`src/rtl/ttl_161_fetch_sched.sv`:
```
// ttl_161_fetch_sched
// Round-robin burst scheduler for a shared, externally built chain of
// 74161-style loadable counters.  Two fetch requesters (e.g. tile and sprite
// line fetch) ask for bursts.  The winner's start address is parallel-loaded
// into the chain, and the chain is then counted up Len times.  The block
// steps only on the same Cen "tick" the counters use, so every registered
// output is captured by the chain on the following tick.
//
// Ports
//   Clk            system clock
//   Reset          asynchronous, active-high reset
//   Cen            clock enable; tick = Cen high now and low in the previous Clk cycle
//   Req0/Req1      level burst requests, held by the requester until granted
//   Addr0/Addr1    burst start addresses (WIDTH bits), sampled at the grant tick
//   Len0/Len1      increments per burst (LEN_W bits), sampled at the grant tick
//   Gnt0/Gnt1      requester owns the counter chain
//   Done0/Done1    burst finished, high for one tick period
//   Busy           a burst is in progress
//   Cnt_Load_bar   chain parallel-load strobe (active low)
//   Cnt_ENT        chain first-stage count enable
//   Cnt_ENP        chain count enable for all stages, always equal to Cnt_ENT
//   Cnt_D          chain parallel-load data
module ttl_161_fetch_sched #(
  parameter int WIDTH = 8,
  parameter int LEN_W = 4
) (
  input  logic             Clk,
  input  logic             Reset,
  input  logic             Cen,
  input  logic             Req0,
  input  logic [WIDTH-1:0] Addr0,
  input  logic [LEN_W-1:0] Len0,
  input  logic             Req1,
  input  logic [WIDTH-1:0] Addr1,
  input  logic [LEN_W-1:0] Len1,
  output logic             Gnt0,
  output logic             Gnt1,
  output logic             Done0,
  output logic             Done1,
  output logic             Busy,
  output logic             Cnt_Load_bar,
  output logic             Cnt_ENT,
  output logic             Cnt_ENP,
  output logic [WIDTH-1:0] Cnt_D
);

  typedef enum logic [1:0] {
    ST_IDLE = 2'd0,
    ST_LOAD = 2'd1,
    ST_RUN  = 2'd2
  } state_t;

  localparam logic [LEN_W-1:0] LEN_ZERO = {LEN_W{1'b0}};
  localparam logic [LEN_W-1:0] LEN_ONE  = {{(LEN_W-1){1'b0}}, 1'b1};
  localparam logic [WIDTH-1:0] ADDR_ZERO = {WIDTH{1'b0}};

  state_t state_r, state_nxt_s;

  logic             last_cen_r;
  logic             tick_s;
  logic             win_vld_s;
  logic             win_sel_s;

  // owner_r: 0 = requester 0 holds the chain, 1 = requester 1
  logic             owner_r,    owner_nxt_s;
  logic             rr_last_r,  rr_last_nxt_s;
  logic [LEN_W-1:0] len_r,      len_nxt_s;
  logic [LEN_W-1:0] rem_r,      rem_nxt_s;
  logic [WIDTH-1:0] cnt_d_r,    cnt_d_nxt_s;
  logic             load_bar_r, load_bar_nxt_s;
  logic             ent_r,      ent_nxt_s;
  logic             gnt0_r,     gnt0_nxt_s;
  logic             gnt1_r,     gnt1_nxt_s;
  logic             done0_r,    done0_nxt_s;
  logic             done1_r,    done1_nxt_s;
  logic             busy_r,     busy_nxt_s;

  // Cen history for rising-edge tick detection; resets high so a Cen that is
  // already high when Reset drops does not count as a tick.
  always_ff @(posedge Clk or posedge Reset) begin
    if (Reset) begin
      last_cen_r <= 1'b1;
    end else begin
      last_cen_r <= Cen;
    end
  end

  assign tick_s = Cen & ~last_cen_r;

  // Round-robin arbitration: on a tie the requester that did not win last time wins.
  always_comb begin
    win_vld_s = 1'b0;
    win_sel_s = 1'b0;
    if (Req0 && Req1) begin
      win_vld_s = 1'b1;
      win_sel_s = ~rr_last_r;
    end else if (Req0) begin
      win_vld_s = 1'b1;
      win_sel_s = 1'b0;
    end else if (Req1) begin
      win_vld_s = 1'b1;
      win_sel_s = 1'b1;
    end else begin
      win_vld_s = 1'b0;
      win_sel_s = 1'b0;
    end
  end

  // FSM state register, advanced only on ticks.
  always_ff @(posedge Clk or posedge Reset) begin
    if (Reset) begin
      state_r <= ST_IDLE;
    end else if (tick_s) begin
      state_r <= state_nxt_s;
    end
  end

  // FSM next-state decode.
  always_comb begin
    state_nxt_s = state_r;
    case (state_r)
      ST_IDLE: begin
        if (win_vld_s) begin
          state_nxt_s = ST_LOAD;
        end else begin
          state_nxt_s = ST_IDLE;
        end
      end
      ST_LOAD: begin
        if (len_r == LEN_ZERO) begin
          state_nxt_s = ST_IDLE;
        end else begin
          state_nxt_s = ST_RUN;
        end
      end
      ST_RUN: begin
        if (rem_r == LEN_ZERO) begin
          state_nxt_s = ST_IDLE;
        end else begin
          state_nxt_s = ST_RUN;
        end
      end
      default: begin
        state_nxt_s = ST_IDLE;
      end
    endcase
  end

  // Next values of the datapath and the registered chain/handshake outputs.
  // The chain sees these one tick later: Load_bar low in IDLE->LOAD makes the
  // chain load on the LOAD tick, enables set in LOAD->RUN make it count on RUN ticks.
  always_comb begin
    owner_nxt_s    = owner_r;
    rr_last_nxt_s  = rr_last_r;
    len_nxt_s      = len_r;
    rem_nxt_s      = rem_r;
    cnt_d_nxt_s    = cnt_d_r;
    load_bar_nxt_s = load_bar_r;
    ent_nxt_s      = ent_r;
    gnt0_nxt_s     = gnt0_r;
    gnt1_nxt_s     = gnt1_r;
    done0_nxt_s    = done0_r;
    done1_nxt_s    = done1_r;
    busy_nxt_s     = busy_r;
    case (state_r)
      ST_IDLE: begin
        done0_nxt_s = 1'b0;
        done1_nxt_s = 1'b0;
        if (win_vld_s) begin
          owner_nxt_s    = win_sel_s;
          rr_last_nxt_s  = win_sel_s;
          cnt_d_nxt_s    = win_sel_s ? Addr1 : Addr0;
          len_nxt_s      = win_sel_s ? Len1 : Len0;
          gnt0_nxt_s     = ~win_sel_s;
          gnt1_nxt_s     = win_sel_s;
          busy_nxt_s     = 1'b1;
          load_bar_nxt_s = 1'b0;
          ent_nxt_s      = 1'b0;
        end else begin
          busy_nxt_s = 1'b0;
        end
      end
      ST_LOAD: begin
        load_bar_nxt_s = 1'b1;
        if (len_r == LEN_ZERO) begin
          // Zero-length burst: the loaded address is the whole burst.
          ent_nxt_s   = 1'b0;
          done0_nxt_s = ~owner_r;
          done1_nxt_s = owner_r;
          gnt0_nxt_s  = 1'b0;
          gnt1_nxt_s  = 1'b0;
          busy_nxt_s  = 1'b0;
        end else begin
          ent_nxt_s = 1'b1;
          rem_nxt_s = len_r - LEN_ONE;
        end
      end
      ST_RUN: begin
        if (rem_r == LEN_ZERO) begin
          // This tick makes the final increment; stop the chain there.
          ent_nxt_s   = 1'b0;
          done0_nxt_s = ~owner_r;
          done1_nxt_s = owner_r;
          gnt0_nxt_s  = 1'b0;
          gnt1_nxt_s  = 1'b0;
          busy_nxt_s  = 1'b0;
        end else begin
          rem_nxt_s = rem_r - LEN_ONE;
        end
      end
      default: begin
        load_bar_nxt_s = 1'b1;
        ent_nxt_s      = 1'b0;
        gnt0_nxt_s     = 1'b0;
        gnt1_nxt_s     = 1'b0;
        done0_nxt_s    = 1'b0;
        done1_nxt_s    = 1'b0;
        busy_nxt_s     = 1'b0;
      end
    endcase
  end

  // Datapath and output registers, updated only on ticks.
  always_ff @(posedge Clk or posedge Reset) begin
    if (Reset) begin
      owner_r    <= 1'b0;
      rr_last_r  <= 1'b1;
      len_r      <= LEN_ZERO;
      rem_r      <= LEN_ZERO;
      cnt_d_r    <= ADDR_ZERO;
      load_bar_r <= 1'b1;
      ent_r      <= 1'b0;
      gnt0_r     <= 1'b0;
      gnt1_r     <= 1'b0;
      done0_r    <= 1'b0;
      done1_r    <= 1'b0;
      busy_r     <= 1'b0;
    end else if (tick_s) begin
      owner_r    <= owner_nxt_s;
      rr_last_r  <= rr_last_nxt_s;
      len_r      <= len_nxt_s;
      rem_r      <= rem_nxt_s;
      cnt_d_r    <= cnt_d_nxt_s;
      load_bar_r <= load_bar_nxt_s;
      ent_r      <= ent_nxt_s;
      gnt0_r     <= gnt0_nxt_s;
      gnt1_r     <= gnt1_nxt_s;
      done0_r    <= done0_nxt_s;
      done1_r    <= done1_nxt_s;
      busy_r     <= busy_nxt_s;
    end
  end

  assign Gnt0         = gnt0_r;
  assign Gnt1         = gnt1_r;
  assign Done0        = done0_r;
  assign Done1        = done1_r;
  assign Busy         = busy_r;
  assign Cnt_Load_bar = load_bar_r;
  assign Cnt_ENT      = ent_r;
  assign Cnt_ENP      = ent_r;
  assign Cnt_D        = cnt_d_r;

endmodule
```
`config.mk`:
```
export PLATFORM = sky130hd
export DESIGN_NAME = ttl_161_fetch_sched
export DESIGN_NICKNAME = d
export VERILOG_FILES = /design/src/rtl/ttl_161_fetch_sched.sv
export SDC_FILE = /design/constraint.sdc
export NUM_CORES = 1
export LEC_CHECK = 0
export CORE_MARGIN = 5
export CORE_UTILIZATION = 41
export DETAILED_ROUTE_END_ITERATION = 12
export GPL_TIMING_DRIVEN = 0
export PLACE_DENSITY = 0.75
export SYNTH_ARGS = -nofsm -noshare
export SYNTH_HDL_FRONTEND = slang
export SYNTH_SLANG_ARGS = --single-unit
export TNS_END_PERCENT = 100
```
`constraint.sdc`:
```
create_clock -name Clk -period 1.8 [get_ports Clk]
set_input_delay 0.27 -clock Clk [delete_from_list [all_inputs] [get_ports Clk]]
set_output_delay 0.27 -clock Clk [all_outputs]
set_load 0.03 [all_outputs]
```
==> flow_summary_export.csv <==
group,metric,value,unit
floorplanning,coreArea,3360,um2
worst_setup_path,cp_max_fo,7,
placement,dp_slack,-0.121,ns
synthesis,ys_ff_latch,28,
synthesis,synth_top_area_share,43.6,%
outcome,status,"completed",
timing,period_minus_slack,1.78,ns
floorplanning,start_util,42.7,%
final_layout,drive_gt1_share,19.5,%
synthesis,synth_area_leaders,"dfrtp_1 44%, mux2i_1 12%, a21oi_1 5.6%",
job,maxCapViolations,0,
synthesis,netlist_top_cells_count,"25 x dfrtp_1, 17 x mux2i_1, 16 x a21oi_1, 14 x nand2_1, 9 x nor2_1",
final_layout,area_growth,45.3,%
timing,whs,0.392,ns
power_and_ir_drop,p_seq_share,33.6,%
clock_network,insertion_delay,0.33,ns
routing,first_pass_iters,4,
global_routing,grt_max_degree,29,
power_and_ir_drop,power_frac_clock,11.8,%
timing,max-slew-margin-rel,28.7,%
global_routing,overflow,0,
global_routing,grt_pass1_wl,5510,um
global_routing,grt.total_usage,14.1,%
synthesis,yosysTopAreaCell,"dfrtp_1",
timing,clock.fmax,0.562,GHz
floorplanning,rows,21,
placement,io_buffers,44,
routing,via_per_inst,5.16,
synthesis,ys_types,33,
synthesis,synth_cells,132,
synthesis,syn_area_per_cell,10.9,um2
power_and_ir_drop,combPwrFrac,54.6,%
worst_hold_path,hold_class,"primary input to register",
worst_setup_path,path_buf_inv,2,
timing,fin_skew,0.0107,ns
synthesis,synth_area,1440,um2
clock_network,cts-buffers-inserted,3,
clock_network,clockBufferDepth,2,
clock_network,h-tree-depth,1,
final_layout,final_nets,220,
clock_network,ctsHoldBuffers,0,
power_and_ir_drop,p_int,2.08,mW
worst_setup_path,worst_ep_arrival_time,2.01,ns
synthesis,synth-edff-count,0,
worst_setup_path,critPathRequiredTime,2.03,ns
final_layout,seq_area,704,um2
final_layout,multi_input_area,723,um2
routing,ant_nets,0,
global_routing,grt_pass1_vias,1207,
worst_setup_path,crit_top_cell,"buf_4",
routing,drc_errors,0,
floorplanning,die_h,69.2,um
clock_network,clk_pin_slew,0.16,ns
final_layout,finish.utilization,62.1,%
worst_setup_path,path_class,"register to register",
worst_setup_path,start_kind,"register",
synthesis,ys_async_sr_fraction,100,%
power_and_ir_drop,ir_drop,0.000754,V
final_layout,diodes,0,
final_layout,fill_cells,308,
timing,layout_worst_path_cycle_share,98.9,%
power_and_ir_drop,powerDensity,1690,nW/um2
floorplanning,die_w,69.2,um
worst_setup_path,max_stage_delay,0.44,ns
routing,route.vias.total,1193,
floorplanning,ios,45,
timing,drv_slew,0,
worst_setup_path,cp_top_family,"compound AO/OA/AOI/OAI gates",
timing,worstMarginPinSlew,1.07,ns
timing,rsz0062_at_grt,"true",
synthesis,yosysWarnings,0,
clock_network,tritoncts,"built",
clock_network,ctsRootBufferMaster,"clkbuf_4",
clock_network,cts_num_sinks,28,
global_routing,antenna_found_initial,0,
worst_setup_path,rrSetupSlack,0.02,ns
routing,drt-initial-drc-count,56,
placement,gp_congestion,0.860,
timing,hold_violations,0,
timing,finalSetupViolCount,0,
power_and_ir_drop,totalPowerFinal,3.53,mW
timing,worst_slack,0.0195,ns
worst_setup_path,crit_chain,"buf_4 > buf_4 > ha_1 > a221o_2 > mux2_4",
synthesis,yosysSeqAreaShare,49.0,%
floorplanning,dieArea,4790,um2
worst_setup_path,end_kind,"register",
synthesis,synthFlopType,"dfrtp_1",
routing,routed_wl,3490,um
routing,detail_route.wl_per_cell,15.1,um
synthesis,synth_most_common_cell,"dfrtp_1",
power_and_ir_drop,netSwitchingFraction,41.0,%
placement,dp.final_hpwl,2510,um
worst_setup_path,cp_slowest_cell,"a221o_2",
power_and_ir_drop,power.switching,1.45,mW
synthesis,synthesis.nets,166,
power_and_ir_drop,power_leakage,0.915,nW
## sequential cells by signal (all words and copies together), names as in the netlist, 2 cells and up
register,flops
rem_r,4
Cnt_D,8
state_r,2
len_r,4
## worst reg2reg max path, cell delays in order, from the launching register on
cell     delay (ns)
dfrtp_1        0.43
buf_4          0.14
buf_4          0.13
ha_1           0.22
a221o_2        0.44
mux2_4         0.32
## what timing repair did
action,CTS,global route
pin swaps,0,1
gates cloned,0,1
endpoints found under the setup margin,3,20
buffers inserted,1,4
endpoints found under the hold margin,0,0
resized for setup,4,11
## power by group through the flow
| stage | sequential [mW] | combinational, mW | clock (mW) |
|---|---|---|---|
| floorplan | 1.47 | 0.807 | 0 |
| global placement | 1.16 | 1.67 | 0 |
| detailed placement | 1.18 | 1.71 | 0 |
| CTS | 1.18 | 1.76 | 0.427 |
| global route | 1.23 | 2.08 | 0.442 |
| finish | 1.19 | 1.93 | 0.417 |
## metrics by stage
step | TNS (ns) | area (um2) | cells
after floorplan | 0 | 1440 | 132
final | 0 | 2090 | 231
after CTS | 0 | 2010 | 227
after global placement | -0.370 | 1930 | 222
after global routing | -0.101 | 2090 | 231
after detailed placement | -0.837 | 1930 | 222
## per-layer routing
metal	global-route usage, %	vias to the layer above	wire [um]
li1	-	567	-
met5	0	-	0
met1	15.3	580	1310
met3	5.22	7	301
met2	25.6	39	1830
met4	3.90	0	51
## kinds of logic after synthesis
| kind of cell | share of synthesized area (%) |
|---|---|
| simple gates | 11.0 |
| buf+inv | 4.36 |
| flops | 49.0 |
| fa+ha+maj | 4.36 |
| mux | 13.9 |
| compound gates | 16.7 |
| xor+xnor | 0.610 |
## worst paths after layout
kind	to	from	cells after the start
min reg2reg	Busy	Busy	1
min	last_cen_r	Cen	1
max in group asynchronous	Cnt_D[1]	Reset	2
min in group asynchronous	state_r[1]	Reset	2
max	rem_r[0]	state_r[0]	5
max reg2reg	rem_r[0]	state_r[0]	5
## final cells by class
class / count / area share (%)
Timing Repair Buffer: 50 / 23.2
Clock inverter: 1 / 1.44
Tap cell: 46 / 2.76
Multi-Input combinational cell: 91 / 34.7
Inverter: 7 / 1.26
Buffer: 5 / 1.86
Clock buffer: 3 / 1.08
Sequential cell: 28 / 33.8
## cell usage in the layout, fill, tap and decap left out, types with 2 or more instances in the layout
cell type / instances
clkdlybuf4s50_1: 42
dfrtp_1: 25
a21oi_1: 16
mux2i_1: 15
nand2_1: 14
nor2_1: 9
buf_4: 7
inv_1: 6
o21ai_0: 6
clkbuf_4: 4
dfstp_2: 3
ha_1: 3
nor2b_1: 2
buf_2: 2
nand2b_1: 2
mux2_4: 2
ha_4: 2
(Power assumes the default switching activity.)
